`src/rtl/bus_arb2_if.sv`:
```
// One request/response channel of the arbiter: a requester drives the request
// fields, the responder returns a one-cycle ready strobe with read data.
interface bus_arb2_if;
  logic [31:0] addr;
  logic [2:0]  size;
  logic        write;
  logic [31:0] wdata;
  logic        valid;
  logic        ready;
  logic [31:0] rdata;

  modport master (
    output addr, size, write, wdata, valid,
    input  ready, rdata
  );

  modport slave (
    input  addr, size, write, wdata, valid,
    output ready, rdata
  );
endinterface

```
`src/rtl/bus_arb2.sv`:
```
// Two-requester round-robin arbiter sharing one slave port. A watchdog
// force-completes granted transactions the slave never acknowledges.
module bus_arb2 #(
  parameter int unsigned TIMEOUT  = 1024,
  parameter logic [31:0] ERR_DATA = 32'hDEADBEEF
) (
  input  logic       clk,
  input  logic       rstb,
  bus_arb2_if.slave  m0,
  bus_arb2_if.slave  m1,
  bus_arb2_if.master s,
  output logic [1:0] grant,
  output logic       timeout_err
);

  typedef enum logic [1:0] {
    IDLE = 2'b00,
    GNT0 = 2'b01,
    GNT1 = 2'b10
  } state_t;

  // Watchdog value seen on the TIMEOUT-th granted cycle.
  localparam logic [15:0] WDOG_LAST = 16'(TIMEOUT - 32'd1);

  state_t      state_r;
  state_t      state_nxt_s;
  logic        last_r;
  logic        last_nxt_s;
  logic [15:0] wdog_r;
  logic [15:0] wdog_nxt_s;
  logic        req_valid_s;
  logic        expire_s;

  // state, round-robin pointer and watchdog registers
  always_ff @(posedge clk or negedge rstb) begin
    if (!rstb) begin
      state_r <= IDLE;
      last_r  <= 1'b1;
      wdog_r  <= 16'd0;
    end else begin
      state_r <= state_nxt_s;
      last_r  <= last_nxt_s;
      wdog_r  <= wdog_nxt_s;
    end
  end

  // owner's request and watchdog expiry; slave completion beats expiry
  always_comb begin
    req_valid_s = 1'b0;
    case (state_r)
      GNT0:    req_valid_s = m0.valid;
      GNT1:    req_valid_s = m1.valid;
      default: req_valid_s = 1'b0;
    endcase
    expire_s = req_valid_s & ~s.ready & (wdog_r == WDOG_LAST);
  end

  // next-state: arbitration in IDLE, completion/expiry/abort while granted
  always_comb begin
    state_nxt_s = state_r;
    last_nxt_s  = last_r;
    wdog_nxt_s  = wdog_r;
    case (state_r)
      IDLE: begin
        wdog_nxt_s = 16'd0;
        if (m0.valid && m1.valid) begin
          state_nxt_s = last_r ? GNT0 : GNT1;
        end else if (m0.valid) begin
          state_nxt_s = GNT0;
        end else if (m1.valid) begin
          state_nxt_s = GNT1;
        end else begin
          state_nxt_s = IDLE;
        end
      end
      GNT0, GNT1: begin
        if (!req_valid_s) begin
          // requester withdrew: drop the grant, fairness pointer untouched
          state_nxt_s = IDLE;
          wdog_nxt_s  = 16'd0;
        end else if (s.ready || expire_s) begin
          state_nxt_s = IDLE;
          last_nxt_s  = (state_r == GNT1);
          wdog_nxt_s  = 16'd0;
        end else begin
          wdog_nxt_s  = wdog_r + 16'd1;
        end
      end
      default: begin
        state_nxt_s = IDLE;
        wdog_nxt_s  = 16'd0;
      end
    endcase
  end

  // request mux to the slave, response demux back to the owner
  always_comb begin
    s.addr      = m0.addr;
    s.size      = m0.size;
    s.write     = m0.write;
    s.wdata     = m0.wdata;
    s.valid     = 1'b0;
    m0.ready    = 1'b0;
    m0.rdata    = 32'd0;
    m1.ready    = 1'b0;
    m1.rdata    = 32'd0;
    grant       = 2'b00;
    timeout_err = 1'b0;
    case (state_r)
      GNT0: begin
        s.valid     = m0.valid;
        m0.ready    = s.ready | expire_s;
        m0.rdata    = expire_s ? ERR_DATA : s.rdata;
        grant       = 2'b01;
        timeout_err = expire_s;
      end
      GNT1: begin
        s.addr      = m1.addr;
        s.size      = m1.size;
        s.write     = m1.write;
        s.wdata     = m1.wdata;
        s.valid     = m1.valid;
        m1.ready    = s.ready | expire_s;
        m1.rdata    = expire_s ? ERR_DATA : s.rdata;
        grant       = 2'b10;
        timeout_err = expire_s;
      end
      default: begin
        grant = 2'b00;
      end
    endcase
  end

endmodule

```
`src/flat_wrapper.sv`:
```
// flat-port wrapper written by rule: the top's interface ports become plain ports
module bus_arb2_flat 
#(
  parameter int unsigned TIMEOUT  = 1024,
  parameter logic [31:0] ERR_DATA = 32'hDEADBEEF
)
  (clk, rstb, grant, timeout_err, m0_addr, m0_size, m0_write, m0_wdata, m0_valid, m0_ready, m0_rdata, m1_addr, m1_size, m1_write, m1_wdata, m1_valid, m1_ready, m1_rdata, s_addr, s_size, s_write, s_wdata, s_valid, s_ready, s_rdata);
  bus_arb2_if m0_i ();
  bus_arb2_if m1_i ();
  bus_arb2_if s_i ();
  input  logic clk;
  input  logic rstb;
  output logic [1:0] grant;
  output logic timeout_err;
  input wire logic [$bits(m0_i.addr)-1:0] m0_addr;
  input wire logic [$bits(m0_i.size)-1:0] m0_size;
  input wire logic [$bits(m0_i.write)-1:0] m0_write;
  input wire logic [$bits(m0_i.wdata)-1:0] m0_wdata;
  input wire logic [$bits(m0_i.valid)-1:0] m0_valid;
  output wire logic [$bits(m0_i.ready)-1:0] m0_ready;
  output wire logic [$bits(m0_i.rdata)-1:0] m0_rdata;
  input wire logic [$bits(m1_i.addr)-1:0] m1_addr;
  input wire logic [$bits(m1_i.size)-1:0] m1_size;
  input wire logic [$bits(m1_i.write)-1:0] m1_write;
  input wire logic [$bits(m1_i.wdata)-1:0] m1_wdata;
  input wire logic [$bits(m1_i.valid)-1:0] m1_valid;
  output wire logic [$bits(m1_i.ready)-1:0] m1_ready;
  output wire logic [$bits(m1_i.rdata)-1:0] m1_rdata;
  output wire logic [$bits(s_i.addr)-1:0] s_addr;
  output wire logic [$bits(s_i.size)-1:0] s_size;
  output wire logic [$bits(s_i.write)-1:0] s_write;
  output wire logic [$bits(s_i.wdata)-1:0] s_wdata;
  output wire logic [$bits(s_i.valid)-1:0] s_valid;
  input wire logic [$bits(s_i.ready)-1:0] s_ready;
  input wire logic [$bits(s_i.rdata)-1:0] s_rdata;
  assign m0_i.addr = m0_addr;
  assign m0_i.size = m0_size;
  assign m0_i.write = m0_write;
  assign m0_i.wdata = m0_wdata;
  assign m0_i.valid = m0_valid;
  assign m0_ready = m0_i.ready;
  assign m0_rdata = m0_i.rdata;
  assign m1_i.addr = m1_addr;
  assign m1_i.size = m1_size;
  assign m1_i.write = m1_write;
  assign m1_i.wdata = m1_wdata;
  assign m1_i.valid = m1_valid;
  assign m1_ready = m1_i.ready;
  assign m1_rdata = m1_i.rdata;
  assign s_addr = s_i.addr;
  assign s_size = s_i.size;
  assign s_write = s_i.write;
  assign s_wdata = s_i.wdata;
  assign s_valid = s_i.valid;
  assign s_i.ready = s_ready;
  assign s_i.rdata = s_rdata;
  bus_arb2 #(.TIMEOUT(TIMEOUT), .ERR_DATA(ERR_DATA)) u_core (.clk(clk), .rstb(rstb), .m0(m0_i), .m1(m1_i), .s(s_i), .grant(grant), .timeout_err(timeout_err));
endmodule
```
`config.mk`:
```
export PLATFORM = sky130hd
export DESIGN_NAME = bus_arb2_flat
export DESIGN_NICKNAME = d
export VERILOG_FILES = /design/src/rtl/bus_arb2_if.sv /design/src/rtl/bus_arb2.sv /design/src/flat_wrapper.sv
export SDC_FILE = /design/constraint.sdc
export NUM_CORES = 1
export LEC_CHECK = 0
export ABC_AREA = 1
export CAP_MARGIN = 20
export CORE_AREA = 2 2 121 123
export DETAILED_ROUTE_END_ITERATION = 7
export DIE_AREA = 0 0 123 125
export HOLD_SLACK_MARGIN = 0.08
export PLACE_DENSITY = 0.59
export REMOVE_ABC_BUFFERS = 1
export SLEW_MARGIN = 20
export SYNTH_ARGS = -nofsm -noshare
export SYNTH_HDL_FRONTEND = slang
export SYNTH_SLANG_ARGS = --single-unit
```
`constraint.sdc`:
```
create_clock -name clk -period 5.5 [get_ports clk]
set_input_delay 1.65 -clock clk [delete_from_list [all_inputs] [get_ports clk]]
set_output_delay 1.65 -clock clk [all_outputs]
set_load 0.01 [all_outputs]
```
* Yosys cells after proc, flatten, opt, wreduce, memory -nomap -nowiden
Index checks and enable logic that the tools add are counted.
** Storage, ports and cells
- Register bits after elaboration :: 19
- Input port bits :: 173
- Output and inout bits :: 138
** Cells by class
- Add/sub/neg operators :: 1
- Equality and inequality tests :: 4
- Muxes and demuxes :: 22
- Bitwise operators :: 4
- Reduce and logical (&&, ||, !) cells :: 5
** Operators with widths (number)
- $mux 32 :: 5
- $mux 16 :: 3
- $add 16x1->16 const B :: 1
- $eq 16x10->1 const B :: 1
- $mux 2 :: 6
- $pmux 2 s2 :: 2
- $mux 1 :: 4
- $mux 3 :: 1
- $ne 3x2->1 const B :: 1
- $reduce_and 3->1 :: 1
- $and 1x1->1 :: 2
- $eq 2x1->1 const B :: 1
- $eq 2x2->1 const B :: 1
- $logic_not 2->1 :: 1
- $pmux 1 s2 :: 1
- $reduce_or 2->1 :: 1
- $logic_and 1x1->1 :: 1
- $logic_or 1x1->1 :: 1
- $not 1->1 :: 1
- $or 1x1->1 :: 1

* Depth between registers and ports, before layout
Gate-level depths: netlist of run 1.
- Depth after elaboration :: 8
- Gate-level depth with buffers :: 11

* Worst setup path after synthesis of run 1
No wires, ideal clock.
- Path type :: in2out
- From :: input m1_valid
- To :: output m0_rdata[18]
- Arrival time :: 2.542 ns
- Setup slack :: 1.308 ns
- Stages on the path :: 8
- Buffers on the path :: 2
- Path through :: inv_1 -> o21ai_1 -> nand2_1 -> nor2_2 -> nand2_2 -> buf_6 -> buf_6 -> a21oi_2
** Between the ends
- Longest elaborated chain between the ends :: 5
** Ends and longest elaborated chain
- start: declaration :: line flat_wrapper.sv:26 : input wire logic [$bits(m1_i.valid)-1:0] m1_valid;
- $pmux 1 s2 :: line bus_arb2.sv:50 : case (state_r)
- $and 1x1->1 (2 in series) :: line bus_arb2.sv:55 : expire_s = req_valid_s & ~s.ready & (wdog_r == WDOG_LAST);
- $mux 32 :: line bus_arb2.sv:113 : m0.rdata = expire_s ? ERR_DATA : s.rdata;
- $mux 32 :: line bus_arb2.sv:109 : case (state_r)
- end: declaration :: line flat_wrapper.sv:21 : output wire logic [$bits(m0_i.rdata)-1:0] m0_rdata;
Every way passes these cells.

* Final worst setup path of run 1
- From :: input m1_valid
- To :: output m1_rdata[28]
** Between the ends
- Longest elaborated chain between the ends :: 5
** Ends and longest elaborated chain
- $pmux 1 s2 :: line bus_arb2.sv:50
- $and 1x1->1 (2 in series) :: line bus_arb2.sv:55
- $mux 32 :: line bus_arb2.sv:124 : m1.rdata = expire_s ? ERR_DATA : s.rdata;
- $mux 32 :: line bus_arb2.sv:109
- end: declaration :: line flat_wrapper.sv:28 : output wire logic [$bits(m1_i.rdata)-1:0] m1_rdata;
Every way passes these cells.

==> impl_metrics.toml, run 1 <==
[outcome]
status = "complete, no violations"

[finish]
final_cells = 955
finalNetCount = 949
drive_above_1_share_pct = 3.891
area_delta_synth_final_pct = 134.4
final_common_cell = "clkdlybuf4s50_1"
layout_common_cells = "clkdlybuf4s50_1, nand2_1, inv_1"
n_antenna_cell = 0

[sta]
finClkSkew_ns = 0.002241
maxSlewHeadroom_pct = 36.17
rsz0062_at_grt = "false"
drv_slew = 0
period_share_pct = 95.56
hold_viol = 0
tns_ns = 0
worst_slew_pin_slew_ns = 0.9564
setup_viol = 0
period_minus_slack_ns = 5.256
fmax_ghz = 0.1903

[clock_tree]
worstSkewPairLatency_ns = 0.25
cts.sinks = 19
clock_path_buffers = 2
tritoncts = "yes"
htreeDepth = 1
root_buffer = "clkbuf_16"
cts-buffers-inserted = 3
post-cts-setup-buffer-count = 0
ctsHoldBuffers = 0
cts-resized-gates = 0
clk_pin_slew_ns = 0.05

[logic_synthesis]
synth-xor-area-share_pct = 1.767
yosys_register_bits = 19
yosysSeqAreaShare_pct = 19.23
synth.area.top_cells = "nand2_1, dfrtp_1, a21oi_1"
synthMuxAreaShare_pct = 0
ys_types = 28
synth-adder-area-share_pct = 2.019
syn_area_per_cell_um2 = 5.153
yosys.area_share.simple_pct = 49.87
yosys_warnings = 0
synth_top_family_by_area = "simple AND/OR/NAND/NOR gates"
synth_top_area_share_pct = 37.10
netlist.top_cell.by_area = "nand2_1"
synth_compound_area_share_pct = 14.13
synth_area_mm2 = 0.002479
synth_cells = 481

[critical_path]
worstSetupEndpointType = "output port"
path_max_fanout = 59
worstSetupStartpointType = "input port"
required_ns = 3.85
worstSetupPathType = "in2out"
worstPathArrival_ns = 3.61

[routing]
firstDrtPassIters = 4
drt-initial-drc-count = 111
num_vias = 3819
detail-route-antenna-nets = 0
routed_via_density = 3.999
wl_per_cell_um = 13.80
routed_wl_um = 13180
drc = 0

[pwr]
design_power_total_uw = 1523
leakagePower_uw = 0.002648
power.share.clock_pct = 9.9
p_seq_share_pct = 10.2
switching_share_pct = 42.48
peakVddDrop_v = 0.0001409
p_per_area_mw_per_mm2 = 262.0
switching_power_uw = 646.8
combPwrFrac_pct = 79.8
intPower_uw = 875.8

[floorplanning]
fp.dieArea_mm2 = 0.01538
die_x_um = 123
core-area_mm2 = 0.01420
io_pins = 311
die_h_um = 125
initial_core_util_pct = 17.45
std_cell_rows = 44

[global_route]
grt_max_degree = 71
grt_pass1_wl_um = 19030
grt_pass1_vias = 3561
track_usage_pct = 15.96
antenna_found_initial = 0
grt_overflow = 0

[placed_design]
dp_hpwl_um = 11050
placed_cells = 951
buffer_ports.inserted = 310
gp_congestion = 0.8270

[hold_path]
hold_class = "reg2reg"

[flow_run]
maxCapViolations = 0
-- sequential cells by signal, summed over array words and instances, names as in the netlist --
| signal | flops |
|---|---|
| u_core.wdog_r | 16 |
| u_core.state_r | 2 |
| u_core.last_r | 1 |
-- metrics by stage --
step / util, % / hold slack, ns / cell area (um2) / setup WS (ns)
global route: 40.91 / 0.4873 / 5811 / 0.06602
CTS: 40.91 / 0.4710 / 5811 / 0.2303
floorplan: - / 0.4322 / 2345 / -0.2972
detailed placement: 40.35 / 0.4641 / 5731 / 0.2398
finish: 40.91 / 0.4587 / 5811 / 0.2440
global placement: 40.35 / 0.4540 / 5731 / 0.2372
-- synth_stat cells (all sizes together) --
master,number
nand2,248
a21oi,53
inv,50
nor2,47
clkbuf,21
dfrtp,18
buf,8
nand3,8
o21ai,6
ha,4
nor3,4
nor3b,4
xor2,4
a211oi,1
a31oi,1
dfstp,1
nand4,1
o21bai,1
xnor2,1
-- power by group through the flow --
stage | sequential, uW | combinational, uW | clock (uW)
6_report | 156 | 1220 | 151
5_1_grt | 157 | 1330 | 163
4_1_cts | 156 | 1240 | 157
3_5_place_dp | 159 | 1240 | 0
3_3_place_gp | 158 | 1240 | 0
2_1_floorplan | 158 | 479 | 0
-- critical path, stage by stage --
cell             delay (ns)
clkdlybuf4s50_1        0.46
inv_1                  0.06
o21ai_1                0.11
nand2_1                0.12
nor2_2                 0.15
nand2_2                0.08
buf_12                 0.20
a21oi_1                0.18
clkdlybuf4s50_1        0.58
-- logic make-up (layout without fill, tap and decap cells) --
kind of cell,Yosys count,in the layout
compound gates,62,62
flops,19,19
fa+ha+maj,4,4
simple gates,312,312
buf+inv,79,369
xor+xnor,5,5
-- worst paths after layout --
kind | start | endpoint | slack (ns) | depth (start not counted)
worst min register to register | u_core.wdog_r[0]$_DFF_PN0_ | u_core.wdog_r[0]$_DFF_PN0_ | 0.46 | 1
max in group asynchronous | rstb | u_core.state_r[1]$_DFFE_PN0P_ | 3.09 | 1
worst min-delay path | u_core.wdog_r[0]$_DFF_PN0_ | u_core.wdog_r[0]$_DFF_PN0_ | 0.46 | 1
worst max register to register | u_core.state_r[0]$_DFFE_PN0P_ | u_core.wdog_r[13]$_DFF_PN0_ | 3.56 | 10
min in group asynchronous | rstb | u_core.wdog_r[10]$_DFF_PN0_ | 1.88 | 1
worst max-delay path | m1_valid | m1_rdata[28] | 0.24 | 9
-- area by class of cell --
class	count	area (um2)
repair buffers	315	3153
clock inverters	1	5.005
clock buffers	3	75.07
well taps	184	230.2
inverters	50	187.7
multi-input cells	383	1683
fillers	1516	8393
flip-flops and latches	19	476.7
-- metal layers --
metal  track usage [%]  vias to the layer above  share of wire, %
li1                  -                     2035                 -
met1             17.12                     1585                38
met2             31.00                      186                52
met3             3.513                       13               8.3
met4             3.743                        0               1.9
met5                 0                        -                 0
Note: power is estimated with default switching activity, not from simulation.
==> inputs of run 2 (changes only) <==
--- a/config.mk
+++ b/config.mk
@@ -13,7 +13,6 @@
 export HOLD_SLACK_MARGIN = 0.08
 export PLACE_DENSITY = 0.59
 export REMOVE_ABC_BUFFERS = 1
-export SLEW_MARGIN = 20
 export SYNTH_ARGS = -nofsm -noshare
 export SYNTH_HDL_FRONTEND = slang
 export SYNTH_SLANG_ARGS = --single-unit
==> results of run 2 <==
Same layout as run 1: the final DEF is identical, and so are final timing and power.
